`config.mk`:
```
export PLATFORM = sky130hd
export DESIGN_NAME = alu_arbiter
export DESIGN_NICKNAME = d
export VERILOG_FILES = /design/src/rtl/alu_arbiter.sv
export SDC_FILE = /design/constraint.sdc
export NUM_CORES = 1
export LEC_CHECK = 0
export CAP_MARGIN = 20
export CORE_MARGIN = 10
export CORE_UTILIZATION = 40
export DETAILED_ROUTE_END_ITERATION = 6
export GPL_ROUTABILITY_DRIVEN = 0
export MAX_ROUTING_LAYER = met4
export PLACE_DENSITY = 0.81
export SYNTH_ARGS = -nofsm -noshare
export SYNTH_HDL_FRONTEND = slang
export SYNTH_SLANG_ARGS = --single-unit
```
`constraint.sdc`:
```
create_clock -name clk -period 5.55 [get_ports clk]
set_clock_uncertainty 0.15 [all_clocks]
set_input_delay 1.665 -clock clk [delete_from_list [all_inputs] [get_ports clk]]
set_output_delay 1.665 -clock clk [all_outputs]
set_load 0.05 [all_outputs]
```
`src/rtl/alu_arbiter.sv`:
```
// alu_arbiter: round-robin front end that lets N requesters share one
// combinational ALU. One operation is in flight at a time: IDLE accepts,
// EXEC captures the ALU result, and RESP holds the tagged result until the
// consumer takes it.
module alu_arbiter #(
  parameter int N_REQ = 4,
  parameter int WIDTH = 4,
  parameter int ID_W  = 2
) (
  input  logic                   clk,
  input  logic                   rst,
  input  logic [N_REQ-1:0]       req_valid,
  output logic [N_REQ-1:0]       req_ready,
  input  logic [N_REQ*WIDTH-1:0] req_a,
  input  logic [N_REQ*WIDTH-1:0] req_b,
  input  logic [N_REQ*3-1:0]     req_sel,
  output logic [WIDTH-1:0]       alu_a,
  output logic [WIDTH-1:0]       alu_b,
  output logic [2:0]             alu_sel,
  input  logic [WIDTH-1:0]       alu_out,
  output logic                   rsp_valid,
  input  logic                   rsp_ready,
  output logic [WIDTH-1:0]       rsp_data,
  output logic [ID_W-1:0]        rsp_id,
  output logic                   rsp_err,
  output logic                   busy
);

  typedef enum logic [1:0] {
    IDLE = 2'd0,
    EXEC = 2'd1,
    RESP = 2'd2
  } state_t;

  state_t            state_reg;
  state_t            state_next;
  logic [ID_W-1:0]   last_grant_reg;
  logic [WIDTH-1:0]  alu_a_reg;
  logic [WIDTH-1:0]  alu_b_reg;
  logic [2:0]        alu_sel_reg;
  logic              rsp_valid_reg;
  logic [WIDTH-1:0]  rsp_data_reg;
  logic [ID_W-1:0]   rsp_id_reg;
  logic              rsp_err_reg;

  logic              found;
  logic [ID_W-1:0]   winner;
  logic              accept;
  logic [WIDTH-1:0]  win_a;
  logic [WIDTH-1:0]  win_b;
  logic [2:0]        win_sel;
  logic              sel_illegal;

  // Per-requester views of the packed operand buses.
  logic [WIDTH-1:0]  a_arr   [N_REQ];
  logic [WIDTH-1:0]  b_arr   [N_REQ];
  logic [2:0]        sel_arr [N_REQ];

  for (genvar gi = 0; gi < N_REQ; gi++) begin : g_unpack
    assign a_arr[gi]   = req_a[gi*WIDTH +: WIDTH];
    assign b_arr[gi]   = req_b[gi*WIDTH +: WIDTH];
    assign sel_arr[gi] = req_sel[gi*3 +: 3];
  end

  // Round-robin search: first look above last_grant, then wrap to the
  // indices at or below it, so the last winner has the lowest priority.
  always_comb begin
    found  = 1'b0;
    winner = '0;
    for (int i = 0; i < N_REQ; i++) begin
      if (!found && req_valid[i] && (i > int'(last_grant_reg))) begin
        found  = 1'b1;
        winner = i[ID_W-1:0];
      end
    end
    for (int i = 0; i < N_REQ; i++) begin
      if (!found && req_valid[i] && (i <= int'(last_grant_reg))) begin
        found  = 1'b1;
        winner = i[ID_W-1:0];
      end
    end
  end

  // Select the winning requester's operands and opcode.
  always_comb begin
    win_a   = '0;
    win_b   = '0;
    win_sel = '0;
    for (int i = 0; i < N_REQ; i++) begin
      if (winner == i[ID_W-1:0]) begin
        win_a   = a_arr[i];
        win_b   = b_arr[i];
        win_sel = sel_arr[i];
      end
    end
  end

  // Opcodes 101..111 have no ALU function behind them.
  assign sel_illegal = (alu_sel_reg > 3'd4);

  // State register.
  always_ff @(posedge clk or posedge rst) begin
    if (rst) begin
      state_reg <= IDLE;
    end else begin
      state_reg <= state_next;
    end
  end

  // Next-state logic and the combinational grant to the winner.
  always_comb begin
    state_next = state_reg;
    req_ready  = '0;
    accept     = 1'b0;
    case (state_reg)
      IDLE: begin
        if (found) begin
          accept     = 1'b1;
          state_next = EXEC;
          for (int i = 0; i < N_REQ; i++) begin
            req_ready[i] = (winner == i[ID_W-1:0]);
          end
        end
      end
      EXEC: state_next = RESP;
      RESP: begin
        if (rsp_ready) begin
          state_next = IDLE;
        end
      end
      default: state_next = IDLE;
    endcase
  end

  // Datapath: latch the granted request, capture the ALU result, and
  // retire the response on handshake. ALU drive registers are never
  // cleared after an operation so the ALU inputs stay quiet.
  always_ff @(posedge clk or posedge rst) begin
    if (rst) begin
      last_grant_reg <= ID_W'(N_REQ - 1);
      alu_a_reg      <= '0;
      alu_b_reg      <= '0;
      alu_sel_reg    <= '0;
      rsp_valid_reg  <= 1'b0;
      rsp_data_reg   <= '0;
      rsp_id_reg     <= '0;
      rsp_err_reg    <= 1'b0;
    end else begin
      if (accept) begin
        alu_a_reg      <= win_a;
        alu_b_reg      <= win_b;
        alu_sel_reg    <= win_sel;
        last_grant_reg <= winner;
        rsp_id_reg     <= winner;
      end
      if (state_reg == EXEC) begin
        rsp_valid_reg <= 1'b1;
        rsp_data_reg  <= sel_illegal ? '0 : alu_out;
        rsp_err_reg   <= sel_illegal;
      end
      if ((state_reg == RESP) && rsp_ready) begin
        rsp_valid_reg <= 1'b0;
      end
    end
  end

  assign alu_a     = alu_a_reg;
  assign alu_b     = alu_b_reg;
  assign alu_sel   = alu_sel_reg;
  assign rsp_valid = rsp_valid_reg;
  assign rsp_data  = rsp_data_reg;
  assign rsp_id    = rsp_id_reg;
  assign rsp_err   = rsp_err_reg;
  assign busy      = (state_reg != IDLE);

endmodule

```
# --- Word-level counts from Yosys, hierarchy flattened ---
# Cells that the tools add are included.
totals:
  elab_cells: 83
  input_bits: 55
  regBits: 23
  out_inout_bits: 24
op_classes:
  reduce_logical: 24
  muxes: 36
  eq_ne: 7
  order_cmp: 7
ops:
  columns: ["operator", "n"]
  rows:
  - ["$mux 4", 11]
  - ["$mux 2", 8]
  - ["$logic_and 1x1->1", 13]
  - ["$mux 1", 12]
  - ["$mux 3", 4]
  - ["$eq 2x2->1 const B", 3]
  - ["$logic_not 1->1", 6]
  - ["$pmux 2 s3", 1]
  - ["$eq 2x1->1 const B", 2]
  - ["$gt 2x2->1 const A", 2]
  - ["$le 2x2->1 const A", 2]
  - ["$logic_not 2->1", 2]
  - ["$ne 2x2->1 const B", 2]
  - ["$reduce_bool 2->1", 2]
  - ["$gt 3x3->1 const B", 1]
  - ["$gt 1x2->1 const A", 1]
  - ["$le 1x2->1 const A", 1]
  - ["$reduce_and 2->1", 1]

# --- Depth between registers and ports, before layout ---
# Gate-level depths: netlist (run 1).
depth:
  word_depth: 31
  depth_mapped: 9
  mapped_depth_nobuf: 6

# --- Least setup slack after synthesis (run 1) ---
# OpenSTA, ideal clock, no wires.
synth_timing:
  path_kind: "input -> output"
  from: "input req_valid[1]"
  to: "output req_ready[0]"
  path_stages: 6
  required_ns: 3.735
  arrival_ns: 3.466
  setup_slack_ns: 0.269
  path_cell_list: "buf_6 > and2b_1 > o21ai_2 > nand2_2 > buf_6 > nor3_1"
synth_via:
  elab_chain_len: 28
  elab_cells_between_ends: 35
  classes_between: "mux (16); reduce/logical (19)"
synth_lines:
  columns: ["item", "line_no", "text"]
  rows:
  - ["start: declaration", "12", "input logic [N_REQ-1:0] req_valid,"]
  - ["$logic_and 1x1->1", "71", "if (!found && req_valid[i] && (i > int'(last_grant_reg))) begin"]
  - ["$mux 1", "71", null]
  - ["$logic_not 1->1", "71", null]
  - ["$logic_and 1x1->1 (2 in a row)", "71", null]
  - ["$mux 1", "71", null]
  - ["$logic_not 1->1", "71", null]
  - ["$logic_and 1x1->1 (2 in a row)", "71", null]
  - ["$mux 1", "71", null]
  - ["(+8 left out)", null, null]
  - ["$logic_and 1x1->1 (2 in a row)", "77", "if (!found && req_valid[i] && (i <= int'(last_grant_reg))) begin"]
  - ["$mux 1", "77", null]
  - ["$logic_not 1->1", "77", null]
  - ["$logic_and 1x1->1 (2 in a row)", "77", null]
  - ["$mux 2", "77", null]
  - ["$logic_not 2->1", "121", "req_ready[i] = (winner == i[ID_W-1:0]);"]
  - ["$mux 4 (*)", "117", "if (found) begin"]
  - ["$mux 4 (*)", "115", "case (state_reg)"]
  - ["end: declaration", "13", "output logic [N_REQ-1:0] req_ready,"]
# Every way passes the cells marked *; elsewhere a longest branch is shown, timed or not.

# --- Worst setup path in the final report (run 1) ---
layout_timing:
  from: "input req_valid[1]"
  to: "output req_ready[2]"
layout_via:
  elab_chain_len: 28
  elab_cells_between_ends: 35
  classes_between: "eq/ne (1); mux (16); reduce/logical (18)"
layout_lines:
  columns: ["item", "line_no"]
  rows:
  - ["$logic_and 1x1->1", "71"]
  - ["$mux 1", "71"]
  - ["$logic_not 1->1", "71"]
  - ["$logic_and 1x1->1 (2 in a row)", "71"]
  - ["$mux 1", "71"]
  - ["$logic_not 1->1", "71"]
  - ["$logic_and 1x1->1 (2 in a row)", "71"]
  - ["$mux 1", "71"]
  - ["(+8 left out)", null]
  - ["$logic_and 1x1->1 (2 in a row)", "77"]
  - ["$mux 1", "77"]
  - ["$logic_not 1->1", "77"]
  - ["$logic_and 1x1->1 (2 in a row)", "77"]
  - ["$mux 2", "77"]
  - ["$eq 2x2->1", "121"]
  - ["$mux 4 (*)", "117"]
  - ["$mux 4 (*)", "115"]
# Marks and branches as above.

==> summary.txt, run 1 <==
Run status
  – Status: complete, no violations

Layout
  – Finished Core Util: 64.57%
  – Layout cells sized above 1: 11.72%
  – Layout Nets: 295
  – Filler cells: 323
  – Fin cells: 287
  – Area Growth Syn to Fin: 56.12%
  – Fin area: 2346 um^2
  – Ant. Diodes: 0

Power and ir drop
  – Int Power: 0.6793 mW
  – Sw Ratio: 50.88%
  – Power Total: 1.383 mW
  – Peak supply drop: 0.3039 mV
  – Comb power frac: 69.3%
  – Net Sw Power: 0.7037 mW
  – Sequential power share: 23.0%
  – Lkg Pwr: 0.9895 nW
  – Pwr Density: 589.5 nW/um^2
  – Clk pwr share: 7.7%

Clock tree
  – CTS tree: built
  – Postcts setup bufs: 0
  – Reg clk slew, reported paths: 0.09 ns
  – Clk_lat worst skew: 0.26 ns
  – CTS root buffer: clkbuf_8
  – CTS buffer count: 3
  – Sink Count: 23
  – Clock tree buffer depth: 2
  – CTS Hold Buffers Added: 0
  – H-tree level count: 1
  – CTS resizes: 0

STA
  – Max Fclk: 0.1888 GHz
  – Final setup vio count: 0
  – Worst Slack Setup Final: 0.2544 ns
  – Period utilization: 95.42%
  – Hold WS: 0.3523 ns
  – RSZ-0062 raised after global routing: false
  – Fin. max-slew vios: 0
  – Setup tns final: 0 ns
  – Minimum clock period: 5.296 ns
  – Relative slew slack: 41.88%
  – Slew @ Worst Pin: 0.8709 ns
  – Hold Fails Final Rpt: 0

Synthesis
  – Syn_nets: 220
  – Mapped cell area: 1503 um^2
  – Share of the yosys chip area belonging to registers: 38.47%
  – Ys async rst share: 100.0%
  – Top_reg_cell synth: dfrtp_1
  – Yosys warnings: 0
  – Syn Area/Cell: 9.107 um^2
  – Area leader, netlist: dfrtp_1
  – Post-synth EDFFs: 0
  – Flops & latches, synth: 23
  – Largest cells by area after synthesis: dfrtp_1 (35%), a2bb2oi_1 (11%), nor2_1 (6.5%)
  – Post-synth top area share: 34.97%
  – Unique cell type count in the Yosys netlist: 43
  – Mapped Cells: 165

Placement
  – Pre-CTS setup slack: 0.2777 ns
  – Placed cells: 283
  – Post-DP HPWL: 3.695 mm
  – IO Port Bufs: 78
  – Placed cell area: 2300 um^2

Floorplanning
  – Core Region: 3633 um^2
  – Die footprint: 6608 um^2
  – Starting Density: 41.36%
  – FP Rows: 22
  – I/O pin total: 79
  – Die extent in x: 81.29 um
  – Die Y-Extent: 81.29 um

GRT
  – First-pass GRT wire length: 7.272 mm
  – Largest net degree at the start of global routing: 24
  – GRT Max-Usage Layer: met2
  – GRT Util Overall: 14.07%
  – Remaining global-route overflow: 0
  – M3 GR Usage: 2.980%
  – Met1 GRT Util: 17.02%
  – Antenna violations before repair: 0
  – Vias in the first global route: 1532
  – Grt met2 use: 23.85%

Hold path
  – Worst min-delay path class: flop to flop

Critical path
  – Worst Setup Path Type: input port to output port
  – Worst EP required: 3.73 ns
  – CP endpoint kind: output port
  – CP Cell Sequence: clkdlybuf4s50_1 > nor2b_1 > o311ai_4 > and2_1 > buf_12
  – Buffers plus inverters on the worst setup path: 2
  – CP startpoint kind: input port
  – CP top delay family: buffers and inverters
  – Crit path DAT: 3.48 ns
  – CP max FO: 15
  – Critical path's slowest cell: o311ai_4
  – CP peak stage delay: 0.59 ns

Drt
  – DRC viols: 0
  – Vias per Instance: 5.178
  – DR pass1 iterations: 4
  – Routed len/inst: 16.07 um
  – Routed wire length: 4.613 mm
  – Post-DRT Antenna Nets: 0
  – Vias: 1486
  – Initial detailed-routing violation count: 73

Job
  – Max-Cap Viols: 0
==> Yosys cell counts, types with 2 or more instances <==
master	instances
a21o_1	4
a21oi_1	2
a22o_1	4
a2bb2oi_1	19
and2_1	3
buf_2	2
buf_4	3
buf_6	3
clkbuf_1	2
dfrtp_1	21
dfstp_2	2
inv_1	7
nand2_1	14
nand2_2	3
nand2b_1	3
nand3_1	7
nand3b_1	2
nor2_1	26
nor2b_1	4
o21ai_0	5
o31ai_1	2
o31ai_2	5
or2_1	2
==> path summary, 6_finish.rpt <==
check | start | slack [ns] | cells after the start | endpoint
hold reg to reg | alu_b[0]$_DFFE_PP0P_ | 0.35 | 2 | alu_b[0]$_DFFE_PP0P_
setup reg to reg | last_grant_reg[1]$_DFFE_PP1P_ | 3.32 | 5 | alu_sel[2]$_DFFE_PP0P_
max in group asynchronous | rst | 2.98 | 2 | alu_a[2]$_DFFE_PP0P_
hold / removal | alu_b[0]$_DFFE_PP0P_ | 0.35 | 2 | alu_b[0]$_DFFE_PP0P_
setup / recovery | req_valid[1] | 0.25 | 5 | req_ready[2]
min in group asynchronous | rst | 1.73 | 2 | rsp_data[1]$_DFFE_PP0P_
==> power by group through the flow <==
stage / combinational (mW) / sequential (mW) / clock (mW)
4_1_cts: 0.966 / 0.319 / 0.109
5_1_grt: 1.03 / 0.329 / 0.115
2_1_floorplan: 0.474 / 0.529 / 0
6_report: 0.958 / 0.318 / 0.107
3_3_place_gp: 0.955 / 0.320 / 0
3_5_place_dp: 0.962 / 0.323 / 0
==> worst register-to-register path: cells and delay by family (launching register included) <==
kind             cells  cell delay, ns
AO/OA/AOI/OAI        3            0.95
flip-flops           1            0.68
AND/OR/NAND/NOR      2            0.38
==> cell type report <==
class	count	area, um^2	share of cell area, %
multi-input cells	124	818.3	34.88
repair buffers	80	810.8	34.56
flip-flops and latches	23	578.1	24.64
well taps	48	60.06	2.560
clock buffers	3	41.29	1.760
inverters	8	32.53	1.387
clock inverters	1	5.005	0.2133
==> cells by family (layout without fill, tap and decap cells) <==
group | after synthesis | count (layout) | share of synthesized area, %
AO/OA/AOI/OAI | 54 | 54 | 31.81
flip-flops | 23 | 23 | 38.47
buffers and inverters | 18 | 92 | 7.078
AND/OR/NAND/NOR | 70 | 70 | 22.65
==> layer usage <==
layer / vias up / routed length [um] / part of all wire (%)
met5: - / 0 / 0
met4: 0 / 28 / 0.61
met3: 4 / 289 / 6.3
met2: 60 / 2230 / 48
met1: 687 / 2064 / 45
li1: 735 / - / -
==> cell usage in the layout, fill, tap and decap left out, drive strengths merged, types with 2 or more instances in the layout <==
cell type | synthesis | final
clkdlybuf4s50 | 0 | 74
nor2 | 26 | 26
dfrtp | 21 | 21
a2bb2oi | 19 | 19
nand2 | 17 | 17
inv | 8 | 8
nand3 | 8 | 8
o31ai | 7 | 7
o21ai | 7 | 7
buf | 8 | 6
a22o | 4 | 4
nor2b | 4 | 4
a21o | 4 | 4
nand2b | 3 | 3
and2 | 3 | 3
clkbuf | 2 | 3
or2 | 3 | 3
nand3b | 2 | 2
a21oi | 2 | 2
dfstp | 2 | 2
o311ai | 2 | 2
a21boi | 2 | 2
(Power assumes the default switching activity.)
==> run 2: changes to the inputs <==
CORE_UTILIZATION = 39   (was 40)
CTS_CLUSTER_DIAMETER = 30   (was not set)
PLACE_DENSITY = 0.8   (was 0.81)
clock period = 5.08 ns   (was 5.55 ns; I/O delays follow)
==> summary.txt, run 2 (same netlist as run 1, synthesis figures left out) <==
Floorplanning
  – Die extent in x: 82.07 um (was 81.29 um)
  – I/O pin total: 79 (unchanged)
  – Die Y-Extent: 82.07 um (was 81.29 um)
  – Core Region: 3689 um^2 (was 3633 um^2)
  – Die footprint: 6735 um^2 (was 6608 um^2)
  – FP Rows: 22 (unchanged)
  – Starting Density: 40.74% (was 41.36%)

Placement
  – IO Port Bufs: 78 (unchanged)
  – Post-DP HPWL: 3.792 mm (was 3.695 mm)
  – Placed cell area: 2345 um^2 (was 2300 um^2)

Drt
  – Post-DRT Antenna Nets: 0 (unchanged)
  – DRC viols: 0 (unchanged)
  – Initial detailed-routing violation count: 45 (was 73)
  – Vias: 1502 (was 1486)
  – Routed len/inst: 15.96 um (was 16.07 um)
  – DR pass1 iterations: 4 (unchanged)
  – Routed wire length: 4.676 mm (was 4.613 mm)
  – Vias per Instance: 5.126 (was 5.178)

Critical path
  – CP startpoint kind: input port (unchanged)
  – Crit path DAT: 3.16 ns (was 3.48 ns)
  – Critical path's slowest cell: clkdlybuf4s50_1 (was o311ai_4)
  – CP top delay family: buffers and inverters (unchanged)
  – Worst Setup Path Type: input port to output port (unchanged)
  – Worst Setup SP: req_valid[3] (was req_valid[1])
  – CP endpoint kind: output port (unchanged)
  – Worst EP required: 3.41 ns (was 3.73 ns)
  – Worst reg2reg startpoint: last_grant_reg[1]$_DFFE_PP1P_ (unchanged)
  – Buffers plus inverters on the worst setup path: 2 (unchanged)
  – CP Cell Sequence: clkdlybuf4s50_1 > nor2b_1 > o21ai_2 > nand2_2 > nor3_1 > buf_12 (was clkdlybuf4s50_1 > nor2b_1 > o311ai_4 > and2_1 > buf_12)
  – CP max FO: 7 (was 15)
  – CP peak stage delay: 0.52 ns (was 0.59 ns)

Layout
  – Commonest non-fill, non-tap cells in the layout: clkdlybuf4s50_1 (74), nor2_1 (26), dfrtp_1 (21) (unchanged)
  – Most common cell after layout, fill and taps aside: clkdlybuf4s50_1 (unchanged)
  – Layout Nets: 301 (was 295)
  – Layout cells sized above 1: 13.88% (was 11.72%)
  – Ant. Diodes: 0 (unchanged)
  – Area Growth Syn to Fin: 59.12% (was 56.12%)
  – Fin area: 2391 um^2 (was 2346 um^2)

Clock tree
  – CTS Hold Buffers Added: 0 (unchanged)
  – Sink Count: 23 (unchanged)
  – CTS buffer count: 3 (unchanged)
  – CTS resizes: 0 (unchanged)
  – Postcts setup bufs: 0 (unchanged)
  – Reg clk slew, reported paths: 0.08 ns (was 0.09 ns)
  – CTS tree: built (unchanged)
  – Clk_lat worst skew: 0.26 ns (about the same)
  – Clock tree buffer depth: 2 (unchanged)
  – H-tree level count: 1 (unchanged)
  – CTS root buffer: clkbuf_8 (unchanged)

Power and ir drop
  – Clk pwr share: 7.3% (was 7.7%)
  – Net Sw Power: 0.7695 mW (was 0.7037 mW)
  – Lkg Pwr: 1.019 nW (was 0.9895 nW)
  – Sequential power share: 22.7% (was 23.0%)
  – Int Power: 0.7634 mW (was 0.6793 mW)
  – Sw Ratio: 50.20% (was 50.88%)
  – Peak supply drop: 0.3122 mV (was 0.3039 mV)
  – Comb power frac: 70.0% (was 69.3%)
  – Pwr Density: 641.1 nW/um^2 (was 589.5 nW/um^2)

GRT
  – Vias in the first global route: 1616 (was 1532)
  – Largest net degree at the start of global routing: 24 (unchanged)
  – Remaining global-route overflow: 0 (unchanged)
  – Antenna violations before repair: 0 (unchanged)
  – GRT Util Overall: 14.58% (was 14.07%)
  – First-pass GRT wire length: 7.576 mm (was 7.272 mm)

Run status
  – Status: complete, no violations (unchanged)

STA
  – Period utilization: 95.16%
  – RSZ-0062 raised after global routing: false (unchanged)
  – Relative slew slack: 42.72% (was 41.88%)
  – Final setup vio count: 0 (unchanged)
  – Slew @ Worst Pin: 0.8582 ns (was 0.8709 ns)
  – Setup tns final: 0 ns (unchanged)
  – Hold Fails Final Rpt: 0 (unchanged)
  – Max Fclk: 0.2069 GHz
  – Fin. max-slew vios: 0 (unchanged)
  – Minimum clock period: 4.834 ns

Hold path
  – Hold Startpoint: alu_b[1]$_DFFE_PP0P_ (was alu_b[0]$_DFFE_PP0P_)
  – Worst min-delay path class: flop to flop (unchanged)

Job
  – Max-Cap Viols: 0 (unchanged)
## run 2: changes by cell type in the layout (fill, tap and decap cells not counted)
cell | before | now
buf_4 | 4 | 10
## run 2: per-layer routing
| layer | part of all wire, % | track usage (%) | vias up |
|---|---|---|---|
| met4 | 0.36 | 1.871 | 0 |
| met3 | 8.2 | 5.240 | 2 |
| met2 | 50 | 25.00 | 53 |
| met5 | 0 | - | - |
| met1 | 42 | 16.34 | 695 |
| li1 | - | - | 752 |
## run 2: power groups by stage
| stage | Sequential (mW) | Combinational [mW] | Clock, mW |
|---|---|---|---|
| CTS | 0.347 | 1.09 | 0.115 |
| detailed placement | 0.351 | 1.08 | 0 |
| global placement | 0.346 | 1.08 | 0 |
| floorplan | 0.577 | 0.517 | 0 |
| global route | 0.358 | 1.16 | 0.123 |
| finish | 0.347 | 1.07 | 0.112 |
## run 2: final timing paths
check	end	slack [ns]	depth (start not counted)
hold / removal	alu_b[1]$_DFFE_PP0P_	0.35	2
setup reg to reg	alu_sel[2]$_DFFE_PP0P_	2.79	5
hold reg to reg	alu_b[1]$_DFFE_PP0P_	0.35	2
max in group asynchronous	alu_b[2]$_DFFE_PP0P_	2.66	2
min in group asynchronous	rsp_data[3]$_DFFE_PP0P_	1.59	2
setup / recovery	req_ready[0]	0.25	6
## run 2: per-stage QoR
step / hold WS [ns] / utilization, % / cells / power, mW / worst slack, ns
2_1_floorplan: 0.3621 / - / 165 / 1.095 / 0.08084
3_3_place_gp: 0.3186 / 63.57 / 289 / 1.423 / 0.2499
3_5_place_dp: 0.3315 / 63.57 / 289 / 1.435 / 0.2280
4_1_cts: 0.3498 / 64.82 / 293 / 1.550 / 0.2331
5_1_grt: 0.3675 / 64.82 / 293 / 1.637 / 0.1071
6_report: 0.3484 / 64.82 / 293 / 1.533 / 0.2457
## run 2: tightest hold or removal path, stage by stage (launching register included)
cell and delay [ns]:
dfrtp_1 0.35, a2bb2oi_1 0.07, o31ai_2 0.05
## run 2: cell type report
class,instances,area [um^2]
repair buffers,86,855.8
inverters,8,32.53
flip-flops and latches,23,578.1
multi-input cells,124,818.3
clock buffers,3,41.29
fillers,319,1297
clock inverters,1,5.005
well taps,48,60.06
==> RTL edit (config.mk and constraints of run 2) <==
Re-encode `state_t` (3 states) as one-hot, 3 bits wide.
--- a/src/rtl/alu_arbiter.sv
+++ b/src/rtl/alu_arbiter.sv
@@ -28,6 +28,6 @@
 
-  typedef enum logic [1:0] {
-    IDLE = 2'd0,
-    EXEC = 2'd1,
-    RESP = 2'd2
+  typedef enum logic [2:0] {
+    IDLE = 3'b001,
+    EXEC = 3'b010,
+    RESP = 3'b100
   } state_t;
Formal check against the unedited RTL: same outputs for any inputs over 10 cycles, from zero or initial values and one cycle with rst high; not proved beyond that.
==> RTL edit against run 2 <==
  * Area after synthesis is 1.4% higher
  * Wire length grew 10%
  * Worst hold slack worse by 0.010 ns
  * Sequential cell count increased by 1
  * Critical endpoint is now req_ready[3]
  * Clock power is 16% higher
  * Power rose by 1.3%
  * Critical path type unchanged
  * Worst setup slack got worse by 0.054 ns
  * Final area is 2.0% higher
  * Largest power group unchanged
  * Utilization up 0.83 points
  * Sequential power is 6.1% higher
  * Global-route usage rose by 0.42 points
  * Sequential share of layout area is 0.59 points higher
  * Register-to-register slack improved by 0.05 ns
==> RTL edit: results (changes against run 2) <==
post_cts resized=0 (unchanged); TritonCTS Buffers=3 (unchanged); Avg Cell Area, Syn=9.29 um^2 (+2.0%); internal power=771 uW (+1.0%); outcome=complete, no violations; Max clock buf depth=2 (unchanged); input/output buffers=78 (unchanged); largest net degree at the start of global routing=25 (+4.2%); synth cell count leaders=21 x dfrtp_1, 17 x nor2_1, 14 x nand2_1; crit-path max FO=13 (+6); worst path arrival time=3.21 ns (+0.05 ns); DRT Pass-1 Iters=4 (unchanged); Worst VDD drop=0.233 mV (-26%); clk root buf=clkbuf_8; type of the worst min-delay path=flip-flop to flip-flop; post-synth cell types=44 (+2.3%); Seq/Total Area, Yosys=39.7% (+1.2 points); DR iter-0 viols=120 (+170%); wire per inst=17.7 um (+11%); P_leak=0.000992 uW (-2.6%); top cells by area, synth=dfrtp_1 34%, a221oi_2 5.9%, o221ai_1 5.7%; Synth Flop Type=dfrtp_1; DP HPWL=4.22 mm (+11%); Max-slew headroom=38.5% (-4.3 points); first-pass GRT wire length=7.96 mm (+5.1%); global route overflow=0 (unchanged); Syn Nets=219 (-0.45%); antenna violations before repair=0 (unchanged); Diodes inserted=0 (unchanged); htree depth=1 (unchanged); Clock Pin Slew Worst Setup and Hold Paths=0.08 ns (about the same); ys async rst share=100% (unchanged); fin nets=299 (-0.66%); share of cells above drive strength 1=14.8% (+0.94 points); GRT Resource Usage Total=15.0% (+0.42 points); postcts setup bufs=0 (unchanged); Non-Filler Instances=291 (-0.68%); total number of vias=1605 (+6.9%); Clock Latency Late Sink=0.26 ns (about the same); Synth Warn #=0 (unchanged)
-- RTL edit: metal layers --
layer  wire length, um  up-vias  global-route usage, %
met5                 0        -                      -
met4                59        0                   3.51
li1                  -      774                      -
met1              2160      764                   18.2
met3               455        4                   3.56
met2              2480       63                   24.7
-- RTL edit: cell type report --
type	count	area, um^2
Clock buffer	4	55.1
Sequential cell	24	604
Inverter	10	37.5
Fill cell	325	1280
Timing Repair Buffer	85	873
Multi-Input combinational cell	120	810
Tap cell	48	60.1
-- RTL edit: kinds of logic (layout without fill, tap and decap cells) --
kind of cell           after synthesis  in the layout  share of synthesized area [%]
AO/OA/AOI/OAI                       67             67                           35.9
buffers and inverters               20             99                           7.22
flip-flops                          24             24                           39.7
multiplexers                         1              1                          0.657
AND/OR/NAND/NOR                     52             52                           16.6
-- RTL edit: through the flow --
stage / total power [uW] / area, um^2 / setup slack, ns
finish: 1550 / 2440 / 0.191
global route: 1660 / 2440 / 0.0242
CTS: 1560 / 2440 / 0.189
detailed placement: 1430 / 2380 / 0.189
global placement: 1410 / 2380 / 0.210
floorplan: 1070 / 1520 / 0.390
-- RTL edit: final timing paths --
check	startpoint	to	slack (ns)	cells after the start
max reg2reg	last_grant_reg[1]	alu_sel[1]	2.84	5
max	req_valid[3]	req_ready[3]	0.19	7
min in group asynchronous	rst	alu_a[1]	1.61	2
min reg2reg	rsp_id[1]	rsp_id[1]	0.34	2
max in group asynchronous	rst	state_reg[1]	2.60	2
min	rsp_id[1]	rsp_id[1]	0.34	2
-- RTL edit: critical path, cell delays in order --
cell and delay [ns]:
clkdlybuf4s50_1 0.70, nand3b_1 0.19, o31a_1 0.17, and3_4 0.18
nand2_1 0.07, nor2_1 0.20, buf_12 0.17
-- RTL edit: power groups by stage --
stage | registers, uW | clock network [uW] | logic, uW
floorplan | 598 | 0 | 470
global placement | 369 | 0 | 1040
detailed placement | 372 | 0 | 1060
global route | 383 | 140 | 1130
CTS | 368 | 132 | 1060
finish | 368 | 130 | 1050
